<file path="config.mk">
export PLATFORM = sky130hd
export DESIGN_NAME = vector_memory_unit_flat
export DESIGN_NICKNAME = d
export VERILOG_FILES = /design/src/rtl/vector_memory_unit_if.sv /design/src/rtl/vector_memory_unit.sv /design/src/flat_wrapper.sv
export SDC_FILE = /design/constraint.sdc
export NUM_CORES = 1
export LEC_CHECK = 0
export CAP_MARGIN = 10
export CORE_MARGIN = 10
export CORE_UTILIZATION = 58
export DETAILED_ROUTE_END_ITERATION = 8
export DONT_BUFFER_PORTS = 1
export PLACE_DENSITY = 0.83
export RECOVER_POWER = 100
export SLEW_MARGIN = 10
export SYNTH_ARGS = -nofsm -noshare
export SYNTH_HDL_FRONTEND = slang
export SYNTH_SLANG_ARGS = --single-unit
</file>
<file path="constraint.sdc">
create_clock -name clk -period 3.8 [get_ports clk]
set_input_delay 0.38 -clock clk [delete_from_list [all_inputs] [get_ports clk]]
set_output_delay 0.38 -clock clk [all_outputs]
set_load 0.02 [all_outputs]
</file>
<file path="src/rtl/vector_memory_unit_if.sv">
// Bundle of pipeline-side and data-memory-side signals of the vector memory stage.
// The slave modport is the memory unit; the master modport is its environment (EX/MEM register plus data memory).
interface vector_memory_unit_if #(
  parameter int DATA_WIDTH  = 8,
  parameter int VECTOR_SIZE = 6,
  parameter int ADDR_WIDTH  = 8
);
  localparam int VEC_WIDTH = DATA_WIDTH * VECTOR_SIZE;

  logic                  start;
  logic                  isLoad;
  logic                  isStore;
  logic                  isVector;
  logic [VEC_WIDTH-1:0]  aluResult;
  logic [VEC_WIDTH-1:0]  writeData;
  logic [ADDR_WIDTH-1:0] memAddress;
  logic                  memWriteEnable;
  logic [DATA_WIDTH-1:0] memWriteData;
  logic [DATA_WIDTH-1:0] memReadData;
  logic                  stall;
  logic [VEC_WIDTH-1:0]  result;
  logic                  resultValid;

  modport master (
    output start, isLoad, isStore, isVector, aluResult, writeData, memReadData,
    input  memAddress, memWriteEnable, memWriteData, stall, result, resultValid
  );

  modport slave (
    input  start, isLoad, isStore, isVector, aluResult, writeData, memReadData,
    output memAddress, memWriteEnable, memWriteData, stall, result, resultValid
  );
endinterface

</file>
<file path="src/rtl/vector_memory_unit.sv">
// Memory stage: serialises scalar/vector loads and stores onto a byte-wide synchronous
// data memory port, stalls the pipeline while busy and delivers load data or the ALU result.
module vector_memory_unit #(
  parameter int DATA_WIDTH  = 8,
  parameter int VECTOR_SIZE = 6,
  parameter int ADDR_WIDTH  = 8
) (
  input  logic                clk,
  input  logic                reset,
  vector_memory_unit_if.slave bus
);
  localparam int VEC_WIDTH = DATA_WIDTH * VECTOR_SIZE;
  localparam int K_WIDTH   = (VECTOR_SIZE > 1) ? $clog2(VECTOR_SIZE) : 1;

  typedef enum logic [1:0] {
    IDLE,
    ACCESS,
    DRAIN
  } state_e;

  state_e                state_q, state_d;
  logic [K_WIDTH-1:0]    k_q, k_d;
  logic [ADDR_WIDTH-1:0] base_q, base_d;
  logic [VEC_WIDTH-1:0]  wdata_q, wdata_d;
  logic                  vec_q, vec_d;
  logic                  load_q, load_d;
  logic [VEC_WIDTH-1:0]  result_q, result_d;
  logic                  valid_q, valid_d;
  logic [ADDR_WIDTH-1:0] addr_q, addr_d;
  logic [DATA_WIDTH-1:0] mwdata_q, mwdata_d;

  logic                  mem_op;
  logic [K_WIDTH-1:0]    last_k;
  logic [K_WIDTH-1:0]    prev_k;
  logic [ADDR_WIDTH-1:0] beat_addr;
  logic [DATA_WIDTH-1:0] beat_data;
  logic                  mem_we;
  logic [ADDR_WIDTH-1:0] mem_addr;
  logic [DATA_WIDTH-1:0] mem_wdata;
  logic                  stall;

  assign mem_op    = bus.isLoad | bus.isStore;
  assign last_k    = vec_q ? K_WIDTH'(VECTOR_SIZE - 1) : '0;
  assign prev_k    = k_q - 1'b1;
  assign beat_addr = base_q + ADDR_WIDTH'(k_q);
  assign beat_data = wdata_q[int'(k_q)*DATA_WIDTH +: DATA_WIDTH];

  always_comb begin
    // NOTE: every signal gets its default before the case so no path leaves one unassigned (no latches).
    state_d   = state_q;
    k_d       = k_q;
    base_d    = base_q;
    wdata_d   = wdata_q;
    vec_d     = vec_q;
    load_d    = load_q;
    result_d  = result_q;
    valid_d   = 1'b0;
    addr_d    = addr_q;
    mwdata_d  = mwdata_q;
    mem_we    = 1'b0;
    mem_addr  = addr_q;
    mem_wdata = mwdata_q;
    stall     = 1'b0;

    case (state_q)
      IDLE: begin
        if (bus.start && mem_op) begin
          stall    = 1'b1;
          state_d  = ACCESS;
          k_d      = '0;
          base_d   = bus.aluResult[ADDR_WIDTH-1:0];
          wdata_d  = bus.writeData;
          vec_d    = bus.isVector;
          load_d   = bus.isLoad;
          // Loads start from zero so a scalar load leaves the upper lanes clear.
          result_d = bus.isLoad ? '0 : bus.aluResult;
        end else if (bus.start) begin
          result_d = bus.aluResult;
          valid_d  = 1'b1;
        end
      end

      ACCESS: begin
        stall    = 1'b1;
        mem_addr = beat_addr;
        addr_d   = beat_addr;
        if (!load_q) begin
          mem_we    = 1'b1;
          mem_wdata = beat_data;
          mwdata_d  = beat_data;
        end else if (k_q != '0) begin
          // Read data lags the address by one cycle, so this beat returns the previous lane.
          result_d[int'(prev_k)*DATA_WIDTH +: DATA_WIDTH] = bus.memReadData;
        end
        if (k_q == last_k) begin
          state_d = load_q ? DRAIN : IDLE;
          valid_d = !load_q;
        end else begin
          k_d = k_q + 1'b1;
        end
      end

      DRAIN: begin
        stall = 1'b1;
        result_d[int'(last_k)*DATA_WIDTH +: DATA_WIDTH] = bus.memReadData;
        state_d = IDLE;
        valid_d = 1'b1;
      end

      default: state_d = IDLE;
    endcase
  end

  // NOTE: sequential state uses non-blocking assignments so every flop samples pre-edge values.
  always_ff @(posedge clk or posedge reset) begin
    if (reset) begin
      state_q  <= IDLE;
      k_q      <= '0;
      base_q   <= '0;
      wdata_q  <= '0;
      vec_q    <= 1'b0;
      load_q   <= 1'b0;
      result_q <= '0;
      valid_q  <= 1'b0;
      addr_q   <= '0;
      mwdata_q <= '0;
    end else begin
      state_q  <= state_d;
      k_q      <= k_d;
      base_q   <= base_d;
      wdata_q  <= wdata_d;
      vec_q    <= vec_d;
      load_q   <= load_d;
      result_q <= result_d;
      valid_q  <= valid_d;
      addr_q   <= addr_d;
      mwdata_q <= mwdata_d;
    end
  end

  // Write strobe decodes straight from the state flop, so reset kills it without waiting for a clock.
  assign bus.memAddress     = mem_addr;
  assign bus.memWriteEnable = mem_we;
  assign bus.memWriteData   = mem_wdata;
  assign bus.stall          = stall;
  assign bus.result         = result_q;
  assign bus.resultValid    = valid_q;
endmodule

</file>
<file path="src/flat_wrapper.sv">
// flat-port wrapper written by rule: the top's interface ports become plain ports
module vector_memory_unit_flat 
#(
  parameter int DATA_WIDTH  = 8,
  parameter int VECTOR_SIZE = 6,
  parameter int ADDR_WIDTH  = 8
)
  (clk, reset, bus_start, bus_isLoad, bus_isStore, bus_isVector, bus_aluResult, bus_writeData, bus_memReadData, bus_memAddress, bus_memWriteEnable, bus_memWriteData, bus_stall, bus_result, bus_resultValid);
  vector_memory_unit_if #(.DATA_WIDTH(DATA_WIDTH), .VECTOR_SIZE(VECTOR_SIZE), .ADDR_WIDTH(ADDR_WIDTH)) bus_i ();
  input  logic clk;
  input  logic reset;
  input wire logic [$bits(bus_i.start)-1:0] bus_start;
  input wire logic [$bits(bus_i.isLoad)-1:0] bus_isLoad;
  input wire logic [$bits(bus_i.isStore)-1:0] bus_isStore;
  input wire logic [$bits(bus_i.isVector)-1:0] bus_isVector;
  input wire logic [$bits(bus_i.aluResult)-1:0] bus_aluResult;
  input wire logic [$bits(bus_i.writeData)-1:0] bus_writeData;
  input wire logic [$bits(bus_i.memReadData)-1:0] bus_memReadData;
  output wire logic [$bits(bus_i.memAddress)-1:0] bus_memAddress;
  output wire logic [$bits(bus_i.memWriteEnable)-1:0] bus_memWriteEnable;
  output wire logic [$bits(bus_i.memWriteData)-1:0] bus_memWriteData;
  output wire logic [$bits(bus_i.stall)-1:0] bus_stall;
  output wire logic [$bits(bus_i.result)-1:0] bus_result;
  output wire logic [$bits(bus_i.resultValid)-1:0] bus_resultValid;
  assign bus_i.start = bus_start;
  assign bus_i.isLoad = bus_isLoad;
  assign bus_i.isStore = bus_isStore;
  assign bus_i.isVector = bus_isVector;
  assign bus_i.aluResult = bus_aluResult;
  assign bus_i.writeData = bus_writeData;
  assign bus_i.memReadData = bus_memReadData;
  assign bus_memAddress = bus_i.memAddress;
  assign bus_memWriteEnable = bus_i.memWriteEnable;
  assign bus_memWriteData = bus_i.memWriteData;
  assign bus_stall = bus_i.stall;
  assign bus_result = bus_i.result;
  assign bus_resultValid = bus_i.resultValid;
  vector_memory_unit #(.DATA_WIDTH(DATA_WIDTH), .VECTOR_SIZE(VECTOR_SIZE), .ADDR_WIDTH(ADDR_WIDTH)) u_core (.clk(clk), .reset(reset), .bus(bus_i));
endmodule
</file>
==> results of run 1 <==
[flip-flops by register name, summed over array words and instances, names as in the netlist]
signal,flops
u_core.bus.result,48
u_core.addr_q,8
u_core.base_q,8
u_core.wdata_q,48
u_core.mwdata_q,8
u_core.k_q,3
u_core.bus.resultValid,1
u_core.vec_q,1
u_core.state_q,2
u_core.load_q,1
[stage by stage]
step / power (W) / instances / area, um2 / setup WS, ns / hold WS (ns)
after floorplan: 0.00552 / 637 / 7030 / 0.00736 / 0.474
after global placement: 0.00613 / 748 / 7100 / 1.10 / 0.482
after detailed placement: 0.00631 / 748 / 7100 / 1.02 / 0.489
after CTS: 0.00784 / 780 / 7650 / 0.714 / 0.0831
final: 0.00777 / 780 / 7610 / 0.540 / 0.0889
after global routing: 0.00830 / 780 / 7610 / 0.318 / 0.0844
[layer usage]
metal / wire, um / part of all wire, % / track usage [%] / up-vias
li1: - / - / - / 2353
met1: 6860 / 36 / 25.3 / 2538
met2: 9360 / 49 / 37.7 / 265
met3: 2380 / 13 / 10.1 / 33
met4: 421 / 2.2 / 9.13 / 0
met5: 0 / 0 / 0 / -
[final cells by class]
cell class / count / area (um2) / area share, %
Multi-Input combinational cell: 446 / 3530 / 46.4
Sequential cell: 128 / 3200 / 42.1
Clock buffer: 21 / 470 / 6.18
Tap cell: 147 / 184 / 2.42
Timing Repair Buffer: 14 / 85.1 / 1.12
Clock inverter: 11 / 83.8 / 1.10
Inverter: 13 / 48.8 / 0.641
[report_power, final]
group | switching [W] | internal [W] | total, W
clock network | 0.000633 | 0.000886 | 0.00152
logic | 0.00197 | 0.00148 | 0.00345
registers | 0.000779 | 0.00202 | 0.00280
[cell usage after synthesis (13+ instances only)]
cell type  instances  area share (%)
ha_1              13             2.3
o31ai_1           16             1.7
a221o_1           27             3.8
mux2_2            99              16
dfrtp_1          128              46
o21ai_0           17             1.2
a22oi_1           14             1.5
clkbuf_1          32             1.7
and3_1            19             1.7
a21oi_1           43             3.1
nor2_1            31             1.7
nand2_1           60             3.2
[final timing paths]
| path | from | endpoint | slack (ns) |
|---|---|---|---|
| max | u_core.state_q[1]$_DFFE_PP0P_ | u_core.bus.result[24]$_DFFE_PP0P_ | 0.54 |
| min | bus_aluResult[14] | u_core.bus.result[14]$_DFFE_PP0P_ | 0.09 |
| max reg2reg | u_core.state_q[1]$_DFFE_PP0P_ | u_core.bus.result[24]$_DFFE_PP0P_ | 0.54 |
| min reg2reg | u_core.wdata_q[22]$_DFFE_PP0P_ | u_core.wdata_q[22]$_DFFE_PP0P_ | 0.50 |
| max in group asynchronous | reset | u_core.bus.result[43]$_DFFE_PP0P_ | 0.95 |
| min in group asynchronous | reset | u_core.wdata_q[15]$_DFFE_PP0P_ | 0.95 |
[critical path, stage by stage (launching register included)]
cell and delay [ns]:
dfrtp_1 0.40, inv_1 0.08, ha_1 0.73, buf_4 0.31, clkinv_1 0.10, clkbuf_2 0.36, o21ai_0 0.91, a221o_1 0.28
[cells by family (layout without fill, tap and decap cells)]
kind of cell    after synthesis  after routing
fa+ha+maj                    14             14
simple gates                139            139
compound gates              166            166
mux                         118            118
flops                       128            128
buf+inv                      63             59
xor+xnor                      9              9
==> metrics, run 1 <==
IO Pins=177; Fill cells=911; Max rail drop VDD=0.492 mV; multiplexer share of the synthesized area=20.0%; final hold violation count=0; DR iter-0 viols=467; worst slew pin tran=3.02 ns; DRC=0; syn_nets=761; antenna cells=0; Initial Util=58.8%; CTS tree=built; final setup fails=0; yosys warns=0; Leakage=3.14 nW; final net count=744; commonest non-fill, non-tap cell in the layout=dfrtp_1; clock tree buffer depth=2; worst-path fanout max=25; post-synthesis sequential area ratio=45.6%; Worst-path clk slew=0.06 ns; port bufs=0; failing checks=capacitance limit, slew limit; root buffer cell=clkbuf_16; FMAX=0.307 GHz; Worst Setup Start Kind=register; synthesized cell area=7030 um2; largest family of logic cells by synthesized area=multiplexers; cts hold-fix bufs=0; reg2reg path depth=7; RSZ-0062 raised after global routing=no; post-synth cell types=52; critical path type=register to register; Pre-antenna DRT Iters=5; core area=12,000 um2; most frequent cells in the layout=128 x dfrtp_1, 96 x mux2_2, 60 x nand2_1; first-pass GRT wire length=29.8 mm; die area=16,900 um2; worst min-delay path class=input port to register; status=finished with violations; Wirelength per Cell=24.4 um; Setup crit end kind=register; Final GP Congestion=0.902; GRT Util Overall=22.8%; max_cap viols=1; vias per inst=6.65; CTS Buf Count=17; vias in the first global route=5,390; post-synthesis compound-gate area fraction=17.9%; # resized after CTS=0; Die Y=130 um; Post-CTS Setup Bufs=0; initial antenna violation count=0; fin crit share=85.8%; post-route ant nets=0; DP Wirelength=13.7 mm; setup TNS=0 ns; min cycle time layout=3.26 ns; Seq cells post-synth=128; total grt overflow=0; Data required, critical path=4.17 ns; largest net degree at the start of global routing=81; FP Rows=40; syn avg cell area=11.0 um2; synthesized instance count=637; Slew headroom=-101%; EDFF count, synth=0; DRT Wirelength=19.0 mm; CTS H-tree lvls=4; Post-Synth XOR/XNOR Area=1.12%; Num Clock Sinks=128; Slew Limit Fails=81; layout cells sized above 1=23.9%; Die X=130 um; simple-gate share of the synthesized area=8.97%; Power Density=1020 nW/um2; P&R area growth vs syn=8.22%; clk_lat worst skew=0.43 ns; hold path cells=1; skew final=0.0102 ns; total number of vias=5,189; Post-Synth Adder-Cell Area=2.60%; Async S/R FF share, synth=100%; fin util=63.6%; Most used DFF post-synth=dfrtp_1; Arrival @ worst endpoint=3.63 ns
(Power assumes the default switching activity.)
==> run 2, diff against run 1 <==
--- a/config.mk
+++ b/config.mk
@@ -10,7 +10,7 @@
 export CORE_UTILIZATION = 58
 export DETAILED_ROUTE_END_ITERATION = 8
 export DONT_BUFFER_PORTS = 1
-export PLACE_DENSITY = 0.83
+export PLACE_DENSITY = 0.76
 export RECOVER_POWER = 100
 export SLEW_MARGIN = 10
 export SYNTH_ARGS = -nofsm -noshare
==> metrics, run 2 (synthesis results as in run 1) <==
status=finished with violations (unchanged); failing checks=capacitance limit, slew limit (unchanged); vias in the first global route=5,310 (was 5,390); setup TNS=0 ns (unchanged); total grt overflow=0 (unchanged); register area=3200 um2 (unchanged); die area=16,900 um2 (unchanged); placed instance area=7090 um2 (was 7100 um2); fin crit share=88.3% (was 85.8%); final cell count without fillers=779 (was 780); DR iter-0 viols=410 (was 467); Initial Util=58.8% (unchanged); DRT Wirelength=19.2 mm (was 19.0 mm); Power Density=1030 nW/um2 (was 1020 nW/um2); Leakage=3.14 nW (about the same); max_cap viols=1 (unchanged); multi-input logic area=3530 um2 (about the same); peak per-stage delay on the critical path=0.73 ns (was 0.91 ns); Die Y=130 um (unchanged); Fill cells=933 (was 911); Data required, critical path=4.15 ns (was 4.17 ns); commonest non-fill, non-tap cell in the layout=dfrtp_1 (unchanged); GRT Util Overall=22.7% (was 22.8%); Slew Limit Fails=58 (was 81); final net count=742 (was 744); Die X=130 um (unchanged); final hold violation count=0 (unchanged); post-route ant nets=0 (unchanged); total number of vias=5,186 (was 5,189); Design Power=0.00786 W (was 0.00777 W); P_sw=0.00343 W (was 0.00338 W); Final GP Congestion=0.897 (was 0.902); critical path type=register to register (unchanged); Setup crit end kind=register (unchanged); Arrival @ worst endpoint=3.71 ns (was 3.63 ns); Sw Share=43.6% (was 43.5%); post-layout instance area=7630 um2 (was 7610 um2); core area=12,000 um2 (unchanged); P&R area growth vs syn=8.60% (was 8.22%); min cycle time layout=3.35 ns (was 3.26 ns); layout cells sized above 1=23.9% (about the same); Pre-antenna DRT Iters=5 (unchanged); RSZ-0062 raised after global routing=no (unchanged); FP Rows=40 (unchanged); Sequential Power Share=35.9% (was 36.1%); combinational power share=43.9% (was 44.4%); final setup fails=0 (unchanged); Wirelength per Cell=24.7 um (was 24.4 um); worst slew pin tran=2.44 ns (was 3.02 ns); Placed Instances=745 (was 748); initial antenna violation count=0 (unchanged); worst-path fanout max=20 (was 25); CTS tree=built (unchanged); Worst Setup Start Kind=register (unchanged); DP Wirelength=13.8 mm (was 13.7 mm); worst min-delay path class=input port to register (unchanged); CTS H-tree lvls=4 (unchanged); Slew headroom=-63.3% (was -101%); Max rail drop VDD=0.523 mV (was 0.492 mV); root buffer cell=clkbuf_16 (unchanged); FMAX=0.298 GHz (was 0.307 GHz); IO Pins=177 (unchanged); most frequent cells in the layout=128 x dfrtp_1, 96 x mux2_2, 60 x nand2_1 (unchanged); first-pass GRT wire length=29.8 mm (unchanged); clk_lat worst skew=0.43 ns (about the same); DRC=0 (unchanged); largest net degree at the start of global routing=73 (was 81); port bufs=0 (unchanged); Worst-path clk slew=0.06 ns (about the same); # resized after CTS=0 (unchanged); internal power=0.00443 W (was 0.00439 W); clock tree buffer depth=2 (unchanged); slowest CP cell=o211ai_1 (was o21ai_0); CTS Buf Count=17 (unchanged); skew final=0.0105 ns (was 0.0102 ns); Num Clock Sinks=128 (unchanged); vias per inst=6.66 (was 6.65); crit-path cells=inv_1, ha_1, nand2_1, o211ai_1, mux2_2, nor3_1, a221o_1 (was inv_1, ha_1, buf_4, clkinv_1, clkbuf_2, o21ai_0, a221o_1); clock power share=20.3% (was 19.6%)
-- run 2: changes by cell type in the layout (fill, tap and decap cells not counted), moves of 2 or more --
cell / previous run / this run
clkbuf_1: 3 / 1
clkbuf_2: 5 / 1
clkbuf_8: 3 / 0
clkinvlp_4: 4 / 2
inv_6: 1 / 5
inv_8: 0 / 2
-- run 2: through the flow --
step	setup slack, ns	hold slack [ns]	util [%]
2_1_floorplan	0.00736	0.474	-
3_3_place_gp	0.978	0.392	59.3
3_5_place_dp	0.779	0.412	59.3
4_1_cts	0.603	0.0911	64.2
5_1_grt	0.207	0.0872	63.8
6_report	0.445	0.104	63.8
-- run 2: power by group through the flow --
stage                     registers [W]  clock network [W]  logic (W)
after floorplan                 0.00261                  0    0.00291
after global placement          0.00279                  0    0.00332
after detailed placement        0.00284                  0    0.00345
after CTS                       0.00282            0.00161    0.00347
after global routing            0.00290            0.00168    0.00377
final                           0.00282            0.00159    0.00345
-- run 2: worst paths after layout --
| check | start | endpoint | slack [ns] | depth (start not counted) |
|---|---|---|---|---|
| setup / recovery | u_core.k_q[0]$_DFFE_PP0P_ | u_core.bus.result[15]$_DFFE_PP0P_ | 0.45 | 7 |
| hold / removal | bus_aluResult[37] | u_core.bus.result[37]$_DFFE_PP0P_ | 0.10 | 1 |
| setup reg to reg | u_core.k_q[0]$_DFFE_PP0P_ | u_core.bus.result[15]$_DFFE_PP0P_ | 0.45 | 7 |
| hold reg to reg | u_core.wdata_q[41]$_DFFE_PP0P_ | u_core.wdata_q[41]$_DFFE_PP0P_ | 0.50 | 1 |
| max in group asynchronous | reset | u_core.bus.result[14]$_DFFE_PP0P_ | 0.72 | 3 |
| min in group asynchronous | reset | u_core.wdata_q[1]$_DFFE_PP0P_ | 1.08 | 2 |
-- run 2: area by class of cell --
cell class                      count  share of cell area [%]
Sequential cell                   128                    42.0
Clock buffer                       17                    5.57
Timing Repair Buffer               12                    1.13
Clock inverter                     15                    1.98
Tap cell                          147                    2.41
Multi-Input combinational cell    446                    46.3
Antenna cell                        1                  0.0328
Inverter                           13                   0.656
-- run 2: critical path, delay by kind of cell (launching register included) --
| family | cells | cell delay, ns |
|---|---|---|
| AOI/OAI and AO/OA | 2 | 0.87 |
| adders and majority gates | 1 | 0.68 |
| buffers and inverters | 1 | 0.27 |
| DFF | 1 | 0.68 |
| muxes | 1 | 0.41 |
| and+or+nand+nor | 2 | 0.36 |
-- run 2: routing by layer --
| layer | global-route usage [%] | wire [um] | up-vias |
|---|---|---|---|
| li1 | - | - | 2349 |
| met5 | 0 | 0 | - |
| met2 | 37.1 | 9460 | 250 |
| met4 | 8.27 | 413 | 0 |
| met1 | 26.0 | 7170 | 2551 |
| met3 | 9.74 | 2180 | 36 |
-- run 2: timing repair --
item | 4_1_cts | 5_1_grt
endpoints found under the hold margin | 56 | 0
hold buffers | 1 | 0
buffers inserted | 0 | 0
